<file path="config.mk">
export PLATFORM = sky130hd
export DESIGN_NAME = free_list_ctrl
export DESIGN_NICKNAME = d
export VERILOG_FILES = /design/src/rtl/free_list_ctrl.sv
export SDC_FILE = /design/constraint.sdc
export NUM_CORES = 1
export LEC_CHECK = 0
export CAP_MARGIN = 20
export CELL_PAD_IN_SITES_DETAIL_PLACEMENT = 1
export CELL_PAD_IN_SITES_GLOBAL_PLACEMENT = 1
export CORE_MARGIN = 5
export CORE_UTILIZATION = 25
export CTS_CLUSTER_SIZE = 40
export DETAILED_ROUTE_END_ITERATION = 7
export PLACE_DENSITY_LB_ADDON = 0.1
export SYNTH_ARGS = -nofsm -noshare
export SYNTH_HDL_FRONTEND = slang
export SYNTH_SLANG_ARGS = --single-unit
</file>
<file path="constraint.sdc">
create_clock -name clk -period 4.4 [get_ports clk]
set_input_delay 0.88 -clock clk [delete_from_list [all_inputs] [get_ports clk]]
set_output_delay 0.88 -clock clk [all_outputs]
set_load 0.005 [all_outputs]
</file>
<file path="src/rtl/free_list_ctrl.sv">
// Rename-side tag buffer and commit-side release queue in front of the physical-register free list.
// Latency: preallocated tags reach ren_phys* one cycle after the free_list response; a released tag reaches fl_free_phys one cycle after enqueue.
// Backpressure: ren_ready needs two buffered tags; cm_ready needs two free slots; both depend on registered counts only.
package core_pkg;
    localparam int PREGS = 64;
endpackage

module free_list_ctrl #(
    parameter int PHYS_REGS  = core_pkg::PREGS,
    parameter int PBUF_DEPTH = 4,
    parameter int FBUF_DEPTH = 4,
    localparam int TW  = $clog2(PHYS_REGS),
    localparam int PCW = $clog2(PBUF_DEPTH) + 1
) (
    input  logic          clk,
    input  logic          reset,
    input  logic [1:0]    ren_req,
    output logic          ren_ready,
    output logic [TW-1:0] ren_phys0,
    output logic [TW-1:0] ren_phys1,
    input  logic [1:0]    cm_free_en,
    input  logic [TW-1:0] cm_free_phys0,
    input  logic [TW-1:0] cm_free_phys1,
    output logic          cm_ready,
    output logic          fl_alloc_en,
    input  logic [TW-1:0] fl_alloc_phys,
    input  logic          fl_alloc_valid,
    output logic          fl_free_en,
    output logic [TW-1:0] fl_free_phys,
    output logic [PCW-1:0] pbuf_count
);
    localparam int PPW = $clog2(PBUF_DEPTH);
    localparam int FPW = $clog2(FBUF_DEPTH);
    localparam int FCW = FPW + 1;

    logic [TW-1:0]  pbuf [PBUF_DEPTH];
    logic [PPW-1:0] phead, ptail;
    logic [PCW-1:0] pcount;
    logic           pending;

    logic [TW-1:0]  fbuf [FBUF_DEPTH];
    logic [FPW-1:0] fhead, ftail;
    logic [FCW-1:0] fcount;

    logic           p_push;
    logic [1:0]     p_pops;
    logic           f_push0, f_push1, f_pop;

    // A response is only trusted when a request was actually issued last cycle.
    assign p_push      = pending & fl_alloc_valid;
    assign ren_ready   = pcount >= PCW'(2);
    assign p_pops      = ren_ready ? ({1'b0, ren_req[0]} + {1'b0, ren_req[1]}) : 2'd0;
    assign ren_phys0   = pbuf[phead];
    assign ren_phys1   = ren_req[0] ? pbuf[phead + PPW'(1)] : pbuf[phead];
    assign fl_alloc_en = reset &
                         (({1'b0, pcount} + (PCW+1)'(pending)) < (PCW+1)'(PBUF_DEPTH));
    assign pbuf_count  = pcount;

    assign cm_ready     = fcount <= FCW'(FBUF_DEPTH - 2);
    assign f_push0      = cm_ready & cm_free_en[0];
    assign f_push1      = cm_ready & cm_free_en[1];
    assign fl_free_en   = fcount != '0;
    assign fl_free_phys = fbuf[fhead];
    assign f_pop        = fl_free_en;

    always_ff @(posedge clk or negedge reset) begin
        if (!reset) begin
            for (int i = 0; i < PBUF_DEPTH; i++) pbuf[i] <= '0;
            for (int i = 0; i < FBUF_DEPTH; i++) fbuf[i] <= '0;
            phead   <= '0;
            ptail   <= '0;
            pcount  <= '0;
            pending <= 1'b0;
            fhead   <= '0;
            ftail   <= '0;
            fcount  <= '0;
        end else begin
            pending <= fl_alloc_en;
            if (p_push) begin
                pbuf[ptail] <= fl_alloc_phys;
                ptail       <= ptail + PPW'(1);
            end
            phead  <= phead + PPW'(p_pops);
            pcount <= pcount + PCW'(p_push) - PCW'(p_pops);

            // Slot 1 lands behind slot 0 when both release together.
            if (f_push0) fbuf[ftail] <= cm_free_phys0;
            if (f_push1) fbuf[ftail + FPW'(f_push0)] <= cm_free_phys1;
            ftail  <= ftail + FPW'(f_push0) + FPW'(f_push1);
            fhead  <= fhead + FPW'(f_pop);
            fcount <= fcount + FCW'(f_push0) + FCW'(f_push1) - FCW'(f_pop);
        end
    end
endmodule

</file>
==> metrics <==
antenna violations before repair 0; die width 136 um; FILL cells 1741; Leak 1.80 nW; share of layout cells above drive strength 1 0.149; slowest CP cell clkdlybuf4s50_1; sequential share of the synthesized area 0.399; Worst-Skew Late Latency 0.33 ns; Overflow after GRT 0; DR iter-0 viols 227; cell family with most CP delay buffers and inverters; status finished clean; WP data required 3.52 ns; DP Worst Slack 0.508 ns; slew at the pin closest to its max-slew limit 1.01 ns; Post-CTS Setup Bufs 0; power per cell area 800 nW/um^2; initial core utilization 0.251; crit path DAT 3.02 ns; Yosys reg bits 63; Synthesis Warnings 0; Post-Route WL 12.2 mm; Final Hold Viols 0; critical path fanouts, max 21; hold buffer count at CTS 0; max_cap viols 0; largest net degree at the start of global routing 64; Placeable Area 15700 sq um; Pwr Total 0.00395 W; RSZ-0062 raised after global routing no; Post-synth EDFFs 0; WP buf/inv 3; first-pass GRT wire length 19.5 mm; Syn Inst Count 363; H-Tree Depth 3; CTS buffer count 9; Syn Nets 405; die height 136 um; Die ar. 18400 sq um; Clock transition at path regs 0.05 ns; worst min path class flop to flop; Final Net Count 440; max incr delay on CP 0.89 ns; Yosys cell types 44; FMAX 256 MHz; IO buf count 49; fin. max-slew vios 0; GRT Overall Usage 0.138; syn avg cell area 10.9 sq um; Vias 3338; worst rel slew slack 0.323; CTS tree yes; n_diodes 0; Placement Rows 46; Final ANT Viol Nets 0; peak supply drop 0.359 mV; Root Driver clkbuf_16; PostCTS Resize Cnt 0; number of clock sinks 63; # setup viols final 0; Synth Cell Area 3950 sq um; vias in the first global route 3446; Avg WL per Cell 19.7 um; Sum Neg Setup Slack 0 ns; Top cell by count, worst path clkdlybuf4s50_1; fin crit share 0.887; detailed-route DRC error count 0; Top FF cell, synth dfrtp_1; clk_skew 0.00460 ns; critical path class input pin to output port; CP Capture Type output port; Final HPWL DP 8.81 mm; clk buf depth 2; io pins 50; Via density 5.39; gp weighted congestion 0.750; Startpoint Class input pin; worst setup margin 0.498 ns; crit path cell chain clkdlybuf4s50_1, inv_1, a211oi_1, a2bb2oi_1, clkdlybuf4s50_1; min cycle time layout 3.90 ns; ys async rst share 1.00; first drt pass iteration count 4; Area growth syn-to-layout 25.1%
[cells by family (layout without fill, tap and decap cells)]
| group | count (synthesis) | after routing | synth area share |
|---|---|---|---|
| AOI/OAI and AO/OA | 135 | 135 | 0.262 |
| and+or+nand+nor | 54 | 54 | 0.0843 |
| buffers and inverters | 46 | 86 | 0.0488 |
| xor gates and xnor gates | 10 | 10 | 0.0222 |
| adders and majority gates | 17 | 17 | 0.0596 |
| DFF | 63 | 63 | 0.399 |
| muxes | 38 | 38 | 0.124 |
[layout by cell type (no fill, tap or decap), types with 5 or more instances in the layout]
cell and n:
dfrtp_1 63, clkdlybuf4s50_1 48, o211ai_1 27, mux2_2 26, o2111ai_1 24, a2111oi_0 24
a31oi_1 24, a211oi_1 15, ha_1 14, inv_1 12, clkbuf_16 9, buf_4 9
nand2_1 8, nor2b_1 8, xnor2_1 6, mux4_2 6, mux2i_1 6, nor3b_1 6
a21oi_1 5, nor3_1 5, o22ai_1 5
[per-stage QoR]
stage	std cells	hold slack (ns)	util	cell area, sq um
finish	619	0.502	0.314	4940
CTS	619	0.504	0.314	4940
global placement	603	0.485	0.294	4620
global route	619	0.524	0.314	4940
detailed placement	603	0.490	0.294	4620
floorplan	363	0.474	-	3950
[metal layers]
layer  share of wire  up-vias  global-route usage  wire length, um
li1                -     1540                   -                -
met1            0.45     1680               0.176             5510
met2            0.48       94               0.224             5880
met3           0.041       24              0.0286              506
met4           0.026        0              0.0622              314
met5               0        -                   0                0
[layout make-up]
type | count | area (sq um) | area share
clock inverters | 6 | 85.1 | 0.0172
inverters | 12 | 45.0 | 0.00913
well taps | 216 | 270 | 0.0548
flip-flops and latches | 63 | 1580 | 0.319
multi-input cells | 254 | 2180 | 0.441
clock buffers | 10 | 229 | 0.0464
repair buffers | 58 | 553 | 0.112
[synth_stat cells, drive strengths merged, types with 3 or more instances]
cell,n,share of area
dfrtp,63,0.40
o211ai,27,0.051
mux2,26,0.074
a2111oi,24,0.053
a31oi,24,0.038
o2111ai,24,0.053
clkbuf,23,0.022
a211oi,15,0.029
ha,14,0.044
inv,12,0.011
buf,11,0.016
nand2,8,0.0076
nor2b,8,0.013
nor3b,7,0.015
mux2i,6,0.015
mux4,6,0.034
xnor2,6,0.013
a21oi,5,0.0063
nor3,5,0.0063
o22ai,5,0.0079
a2bb2oi,4,0.0089
and2,4,0.0063
nand2b,4,0.0063
nand3,4,0.0051
xor2,4,0.0089
fa,3,0.015
or2,3,0.0048
[sequential cells by signal, summed over array words and instances (netlist names)]
| register | flops |
|---|---|
| fbuf | 24 |
| fcount | 3 |
| fhead | 2 |
| ftail | 2 |
| pbuf | 24 |
| pbuf_count | 3 |
| pending | 1 |
| phead | 2 |
| ptail | 2 |
[path summary, 6_finish.rpt]
| path | from | endpoint | slack [ns] | cells after the start |
|---|---|---|---|---|
| worst max-delay path | ren_req[0] | ren_phys1[2] | 0.50 | 5 |
| worst min-delay path | pbuf[2] | pbuf[2] | 0.50 | 1 |
| worst max register to register | fcount[0] | fbuf[11] | 0.88 | 7 |
| worst min register to register | pbuf[2] | pbuf[2] | 0.50 | 1 |
| max in group asynchronous | reset | pbuf[4] | 3.09 | 2 |
| min in group asynchronous | reset | fcount[0] | 0.76 | 2 |
[power by group]
part / total (W) / switching (W) / leakage, nW / internal (W)
clock: 0.000752 / 0.000258 / 0.148 / 0.000493
combinational: 0.00200 / 0.000986 / 0.897 / 0.00101
sequential: 0.00120 / 0.000313 / 0.758 / 0.000886
(Power assumes the default switching activity.)
